<file path="src/rtl/led_serial_rx.sv">
// Serial-to-parallel receiver for the LED display data chain.
// Synchronises sclk/sdi/frame into clk and assembles MSB-first words.
module led_serial_rx #(
  parameter int                width      = 24,
  parameter logic [width-1:0]  init_value = '0
) (
  input  logic             clk,
  input  logic             rst,
  input  logic             sclk,
  input  logic             sdi,
  input  logic             frame,
  output logic [width-1:0] data_out,
  output logic             data_valid,
  output logic             frame_err,
  output logic [7:0]       word_cnt,
  output logic             busy
);

  localparam int                CNT_W    = (width > 2) ? $clog2(width) : 1;
  localparam logic [CNT_W-1:0]  LAST_BIT = CNT_W'(width - 1);

  typedef enum logic {IDLE, RECV} state_t;

  state_t             state;
  logic [CNT_W-1:0]   bit_cnt;
  logic [width-1:0]   shift;

  // sync stages: _p0 is the first flop, _p1 the usable synchronised copy
  logic sclk_p0, sclk_p1, sclk_p2;
  logic sdi_p0, sdi_p1;
  logic frame_p0, frame_p1;

  logic             sclk_rise;
  logic [width-1:0] next_word;

  assign sclk_rise = sclk_p1 & ~sclk_p2;
  assign next_word = {shift[width-2:0], sdi_p1};

  always_ff @(posedge clk) begin
    if (rst) begin
      sclk_p0    <= 1'b0;
      sclk_p1    <= 1'b0;
      sclk_p2    <= 1'b0;
      sdi_p0     <= 1'b0;
      sdi_p1     <= 1'b0;
      frame_p0   <= 1'b0;
      frame_p1   <= 1'b0;
      state      <= IDLE;
      bit_cnt    <= '0;
      shift      <= '0;
      data_out   <= init_value;
      data_valid <= 1'b0;
      frame_err  <= 1'b0;
      word_cnt   <= 8'd0;
      busy       <= 1'b0;
    end else begin
      sclk_p0    <= sclk;
      sclk_p1    <= sclk_p0;
      sclk_p2    <= sclk_p1;
      sdi_p0     <= sdi;
      sdi_p1     <= sdi_p0;
      frame_p0   <= frame;
      frame_p1   <= frame_p0;
      data_valid <= 1'b0;
      frame_err  <= 1'b0;

      case (state)
        IDLE: begin
          // a bit arriving together with the frame start is deliberately dropped
          if (frame_p1) begin
            state    <= RECV;
            busy     <= 1'b1;
            bit_cnt  <= '0;
            shift    <= '0;
            word_cnt <= 8'd0;
          end
        end

        RECV: begin
          // frame end takes priority over a coincident sclk edge
          if (!frame_p1) begin
            state     <= IDLE;
            busy      <= 1'b0;
            frame_err <= (bit_cnt != '0);
          end else if (sclk_rise) begin
            shift <= next_word;
            if (bit_cnt == LAST_BIT) begin
              data_out   <= next_word;
              data_valid <= 1'b1;
              bit_cnt    <= '0;
              if (word_cnt != 8'hFF)
                word_cnt <= word_cnt + 8'd1;
            end else begin
              bit_cnt <= bit_cnt + CNT_W'(1);
            end
          end
        end

        default: begin
          state <= IDLE;
          busy  <= 1'b0;
        end
      endcase
    end
  end

endmodule

</file>
<file path="config.mk">
export PLATFORM = sky130hd
export DESIGN_NAME = led_serial_rx
export DESIGN_NICKNAME = d
export VERILOG_FILES = /design/src/rtl/led_serial_rx.sv
export SDC_FILE = /design/constraint.sdc
export NUM_CORES = 1
export LEC_CHECK = 0
export BUFFER_PORTS_ARGS = -buffer_cell sky130_fd_sc_hd__buf_2
export CAP_MARGIN = 25
export CORE_MARGIN = 1
export CORE_UTILIZATION = 35
export DETAILED_ROUTE_END_ITERATION = 8
export RECOVER_POWER = 25
export SYNTH_ARGS = -nofsm -noshare
export SYNTH_HDL_FRONTEND = slang
export SYNTH_SLANG_ARGS = --single-unit
</file>
<file path="constraint.sdc">
create_clock -name clk -period 2.55 [get_ports clk]
set_input_delay 0.3825 -clock clk [delete_from_list [all_inputs] [get_ports clk]]
set_output_delay 0.3825 -clock clk [all_outputs]
set_load 0.01 [all_outputs]
</file>
==> summary.txt, run 1 <==
Clocking
  – Postcts setup bufs: 0
  – Clock buffer count from CTS: 9
  – Worst-Skew Late Latency: roughly 350 ps
  – CTS tree: yes
  – Clk root buf: clkbuf_8
  – H-tree Lvls: 3
  – Post-CTS Hold Fix Bufs: 0
  – Cts repair resizes: 0
  – Sink Count: 71
  – Clock slew seen by the registers of the worst setup and hold paths: about 70 ps
  – CTS Buffer Depth: 2

Yosys
  – Synth Register Bits: a little over 70
  – Post-synthesis sequential area ratio: 0.5051
  – Netlist Area Pre-Place: 0.002814 mm^2
  – Synth unique cells: 44
  – Synth Warn #: 0
  – Mean post-synth cell area: 8.527 um^2
  – Post-synth top area share: 0.5051
  – EDFF count, synth: 0
  – Primary FF master, synth: dfxtp_1
  – Ys async rst share: 0
  – Yosys top cell by area: dfxtp_1
  – Post-Synthesis Net Count: 340
  – Main area contributors after synthesis: dfxtp_1 51%, nand2_1 10%, a21oi_1 10%, nand3_1 4.6%, ha_1 2.2%
  – Syn Inst Count: 330

Detailed routing
  – Post-route antenna net violation count: 0
  – DRC: 0
  – Via count: 2285
  – 1st-iter DRT viols: roughly 140
  – Total Routed Length: ~5.7 mm
  – Via density: 4.862
  – WL/cell: approximately 12 um
  – Drt first pass iters: 5

Timing
  – Final setup violation count: 0
  – Minimum clock period: 2019 ps
  – Worst-margin pin slew: approximately 1200 ps
  – Period utilization: 0.7918
  – RSZ-0062 raised after global routing: no
  – Slew headroom: 0.1906
  – Final Hold Fails: 0
  – Final Max Tran Viols: 0
  – Setup TNS: 0 ps
  – Layout Skew: 13.33 ps
  – Fmax: 495.3 MHz

Global routing
  – Largest net degree at the start of global routing: 38
  – Total Routing Usage GR: 0.1466
  – Number of global-route vias before repair: between 2000 and 2500
  – Initial antenna violation count: 0
  – Total grt overflow: 0
  – First-pass GRT wire length: 9.632 mm

Cells and area
  – Fillers: slightly above 800
  – Finished Cell Area: 0.003223 mm^2
  – Most common library cell in the layout ignoring fill and taps: nand2_1
  – Most frequent cells in the layout: 77 x nand2_1, 71 x dfxtp_1, 57 x a21oi_1, 26 x nand3_1, 23 x clkbuf_1
  – Final Net Count: 373
  – Layout area overhead: 14.54%
  – Share of post-route cells with drive strength above 1: 0.1141
  – Diode count: 0
  – Finished Layout Cells: 470

Worst setup path
  – CP Max Fanout: 37
  – Crit. End Element: flop
  – CP bufs+invs: 1
  – Reg-to-reg slack, setup: 530 ps
  – R2R depth: 5
  – Levels on crit path: 5
  – CP Class: flop to flop
  – Slowest cell on crit path: a21oi_4
  – Top Family by Delay on Critical Path: compound AO/OA/AOI/OAI gates
  – CP required: 2800 ps
  – Cell Chain, Critical Path: buf_4 > nand3b_1 > a21oi_4 > nand3_1 > a21oi_1
  – Max incr delay on CP: 640 ps
  – Startpoint types: flop
  – Data arrival time of the critical path: 2270 ps

Power
  – Pwr/cell area: 640.6 mW/mm^2
  – P_leak: about 1.2 nW
  – Worst VDD drop: 0.2028 mV

Floorplan
  – Core box area: 0.007767 mm^2
  – Initial Util: 0.3623
  – Die area: about 0.0084 mm^2
  – Die width: just over 90 um
  – Top-Level Pins: 40
  – Die Span Y: 91.67 um
  – FP Rows: 32

Place
  – Post-Place Cells: between 400 and 500
  – Detailed Place HPWL: 3.697 mm
  – Port bufs: 39
  – Routability Congestion: 0.8224
  – DP Area: 0.003062 mm^2

Min path
  – Hold Path Stages: 2
  – Min-Delay Path Class: primary input to flop

Flow run
  – Max-Cap Viols: 0

Outcome
  – Status: complete, no violations
registers in the layout (all words and copies together) (netlist names), 5 cells and up:
| name | flops |
|---|---|
| bit_cnt | 5 |
| data_out | 24 |
| shift | 23 |
| word_cnt | 8 |
cell usage after synthesis, drive strengths merged, types with 2 or more instances:
cell type,n
nor3,3
o21ai,2
ha,5
o22a,2
and4,2
nand3,26
dfxtp,71
nand2b,5
a31oi,3
a311oi,2
buf,12
clkbuf,11
nand2,77
nand4,2
a211oi,2
and3,5
nor2b,9
inv,4
nor2,11
a21oi,58
stage by stage:
stage	total power, mW	worst slack, ps	util	hold WS [ps]
floorplan	1.196	748.4	-	413.8
global placement	1.211	609.7	0.3942	422.3
detailed placement	1.211	552.1	0.3942	421.2
CTS	2.095	528.8	0.4188	228.4
global route	2.155	375.6	0.4149	218.6
finish	2.065	531.0	0.4149	246.1
cell type report:
type                            count  area (um^2)  area share
Clock inverter                      3        42.54     0.01320
Clock buffer                       13        148.9     0.04620
Inverter                            4        15.01    0.004658
Sequential cell                    71         1421      0.4410
Multi-Input combinational cell    232         1257      0.3901
Tap cell                          102        127.6     0.03960
Timing Repair Buffer               45        210.2     0.06522
final timing paths:
path	startpoint	end
max	state	shift[6]
min	sdi	sdi_p0
max reg2reg	state	shift[6]
min reg2reg	sclk_p0	sclk_p1
logic make-up (layout without fill, tap and decap cells):
group,count (synthesis),in the layout,share of synthesized area
AND/OR/NAND/NOR,149,149,0.2570
buffers and inverters,27,65,0.04802
AO/OA/AOI/OAI,78,78,0.1676
adder cells (fa/ha/maj),5,5,0.02223
flip-flops,71,71,0.5051
power by group:
| part | internal, mW | switching (mW) | leakage, nW |
|---|---|---|---|
| Sequential | 1.12 | 0.00489 | 0.573 |
| Clock | 0.478 | 0.403 | 0.0936 |
| Combinational | 0.0175 | 0.0458 | 0.485 |
| Total | 1.61 | 0.453 | 1.15 |
routing by layer:
| layer | part of all wire | GRT usage | vias to the layer above | wire [um] |
|---|---|---|---|---|
| met5 | 0 | 0 | - | 0 |
| met4 | 0.018 | 0.07672 | 0 | 100 |
| met3 | 0.045 | 0.04975 | 12 | 257 |
| met2 | 0.44 | 0.2180 | 50 | 2515 |
| met1 | 0.49 | 0.1873 | 1021 | 2815 |
| li1 | - | - | 1202 | - |
Power figures use the tool's default switching activity.
==> run 2: changes to the inputs <==
==> constraint.sdc (replaced) <==
create_clock -name clk -period 1.65 [get_ports clk]
set_input_delay 0.2475 -clock clk [delete_from_list [all_inputs] [get_ports clk]]
set_output_delay 0.2475 -clock clk [all_outputs]
set_load 0.01 [all_outputs]
==> run 2 against run 1 <==
Non-clock buffer count is 19 higher. Clock skew fell by 0.99 ps. Utilization grew 2.4 points. Combinational power increased by 88%. Total power increased by 49%.
==> summary.txt, run 2 (synthesized netlist as in run 1, its figures left out) <==
Power
  – Design Power: 3.079 mW
  – Sequential Power Share: 0.562
  – Psw: 0.7374 mW
  – Combinational share of power: 0.039
  – Clk pwr share: 0.400
  – P_leak: between 1 and 1.5 nW
  – Pint: 2.342 mW
  – Pwr/cell area: 904.1 mW/mm^2
  – Worst VDD drop: 0.3461 mV
  – Sw frac: 0.2395

Cells and area
  – Final Net Count: just under 400
  – Diode count: 0
  – Finished Cell Area: about 0.0034 mm^2
  – Most common library cell in the layout ignoring fill and taps: nand2_1
  – Most frequent cells in the layout: 77 x nand2_1, 69 x dfxtp_1, 57 x a21oi_1, 26 x nand3_1, 23 x buf_2
  – Fillers: 804
  – Finished Layout Cells: 489
  – Layout area overhead: 21.03%
  – Reg with most FFs: data_out
  – Fin util: 0.4385
  – Share of post-route cells with drive strength above 1: 0.1886
  – Max FFs per register: 24
  – Top Registers: data_out x24, shift x23, word_cnt x8

Detailed routing
  – WL/cell: approximately 12 um
  – Post-route antenna net violation count: 0
  – Drt first pass iters: 4
  – Via count: 2419
  – DRC: 0
  – Via density: 4.947
  – Total Routed Length: 5.954 mm
  – 1st-iter DRT viols: 117

Global routing
  – Total Routing Usage GR: 0.1541
  – Total grt overflow: 0
  – Number of global-route vias before repair: 2202
  – Initial antenna violation count: 0
  – First-pass GRT wire length: 10.25 mm
  – Largest net degree at the start of global routing: 29

Clocking
  – Clock buffer count from CTS: 9
  – Clk root buf: clkbuf_8
  – Clock slew seen by the registers of the worst setup and hold paths: about 80 ps
  – Worst-Skew Late Latency: 350 ps
  – CTS Buffer Depth: 2
  – CTS tree: yes
  – H-tree Lvls: 3
  – Sink Count: 71

Min path
  – Hold Path Stages: 2
  – Hold path endpoint: frame_p0
  – Min-Delay Path Class: primary input to flop
  – Critical hold path startpoint: frame

Timing
  – Minimum clock period: 1601 ps
  – Fmax: 624.6 MHz
  – Final worst slack: slightly below 50 ps
  – Final setup violation count: 0
  – Slew headroom: 0.1555
  – Final Max Tran Viols: 0
  – Layout Skew: 12.34 ps
  – Setup TNS: 0 ps
  – Worst-margin pin slew: 1267 ps
  – RSZ-0062 raised after global routing: yes
  – Final Hold Fails: 0
  – Hold_ws: 103.1 ps
  – Period utilization: 0.9703

Floorplan
  – Initial Util: 0.3623
  – Core box area: 0.007767 mm^2
  – FP Rows: 32
  – Top-Level Pins: 40
  – Die width: ~92 um
  – Die Span Y: 91.67 um
  – Die area: 0.008402 mm^2

Worst setup path
  – RR Endpoint: word_cnt[3]
  – CP Max Fanout: 6
  – Reg-to-reg slack, setup: 50 ps
  – Data arrival time of the critical path: 1900 ps
  – RR Startpoint: frame_p1
  – CP Class: flop to flop
  – R2R depth: 7
  – Crit. End Element: flop
  – Startpoint types: flop
  – CP required: a little under 2000 ps

Place
  – Post-Place Cells: approximately 470
  – DP Area: 0.003246 mm^2
  – Detailed Place HPWL: 3.951 mm
  – Routability Congestion: 0.8553
  – Setup slack at placement: 51.17 ps
  – Port bufs: 39

Flow run
  – Max-Cap Viols: 0

Outcome
  – Status: complete, no violations
==> run 2: worst max-delay path, stage by stage (launching register included) <==
cell and delay, ps:
dfxtp_2 330, inv_1 50, ha_2 170, nand4bb_4 220, a211oi_4 350, buf_4 180, and3_1 150, o22a_1 120
==> run 2: what timing repair did <==
action	4_1_cts	5_1_grt
buffers inserted	0	1
endpoints found under the setup margin	0	10
hold buffers	0	0
gates resized for setup	0	2
==> run 2: layer usage <==
| metal | up-vias | part of all wire | track usage |
|---|---|---|---|
| li1 | 1240 | - | - |
| met4 | 0 | 0.017 | 0.07275 |
| met1 | 1118 | 0.49 | 0.1937 |
| met2 | 51 | 0.46 | 0.2419 |
| met3 | 10 | 0.040 | 0.04561 |
| met5 | - | 0 | 0 |
==> run 2: final cells by class <==
cell class | count | area (um^2) | share of cell area
Clock buffer | 10 | 137.6 | 0.04041
Clock inverter | 6 | 36.28 | 0.01065
Inverter | 4 | 15.01 | 0.004409
Multi-Input combinational cell | 232 | 1272 | 0.3736
Sequential cell | 71 | 1424 | 0.4181
Tap cell | 102 | 127.6 | 0.03747
Timing Repair Buffer | 64 | 392.9 | 0.1154
==> run 2: worst max-delay path by stage <==
stage | startpoint | to | slack, ps
5_1_grt | frame_p1 | word_cnt[3] | -40
2_1_floorplan | word_cnt[0] | word_cnt[6] | 0.7
6_report | frame_p1 | word_cnt[3] | 50
3_5_place_dp | word_cnt[0] | word_cnt[3] | 50
3_3_place_gp | word_cnt[0] | word_cnt[3] | 80
4_1_cts | word_cnt[0] | word_cnt[3] | 30
==> run 2: power groups by stage <==
stage | registers, mW | clock network, mW | logic [mW]
floorplan | 1.77 | 0 | 0.0778
global placement | 1.77 | 0 | 0.121
detailed placement | 1.77 | 0 | 0.122
CTS | 1.73 | 1.28 | 0.122
global route | 1.73 | 1.35 | 0.130
finish | 1.73 | 1.23 | 0.119
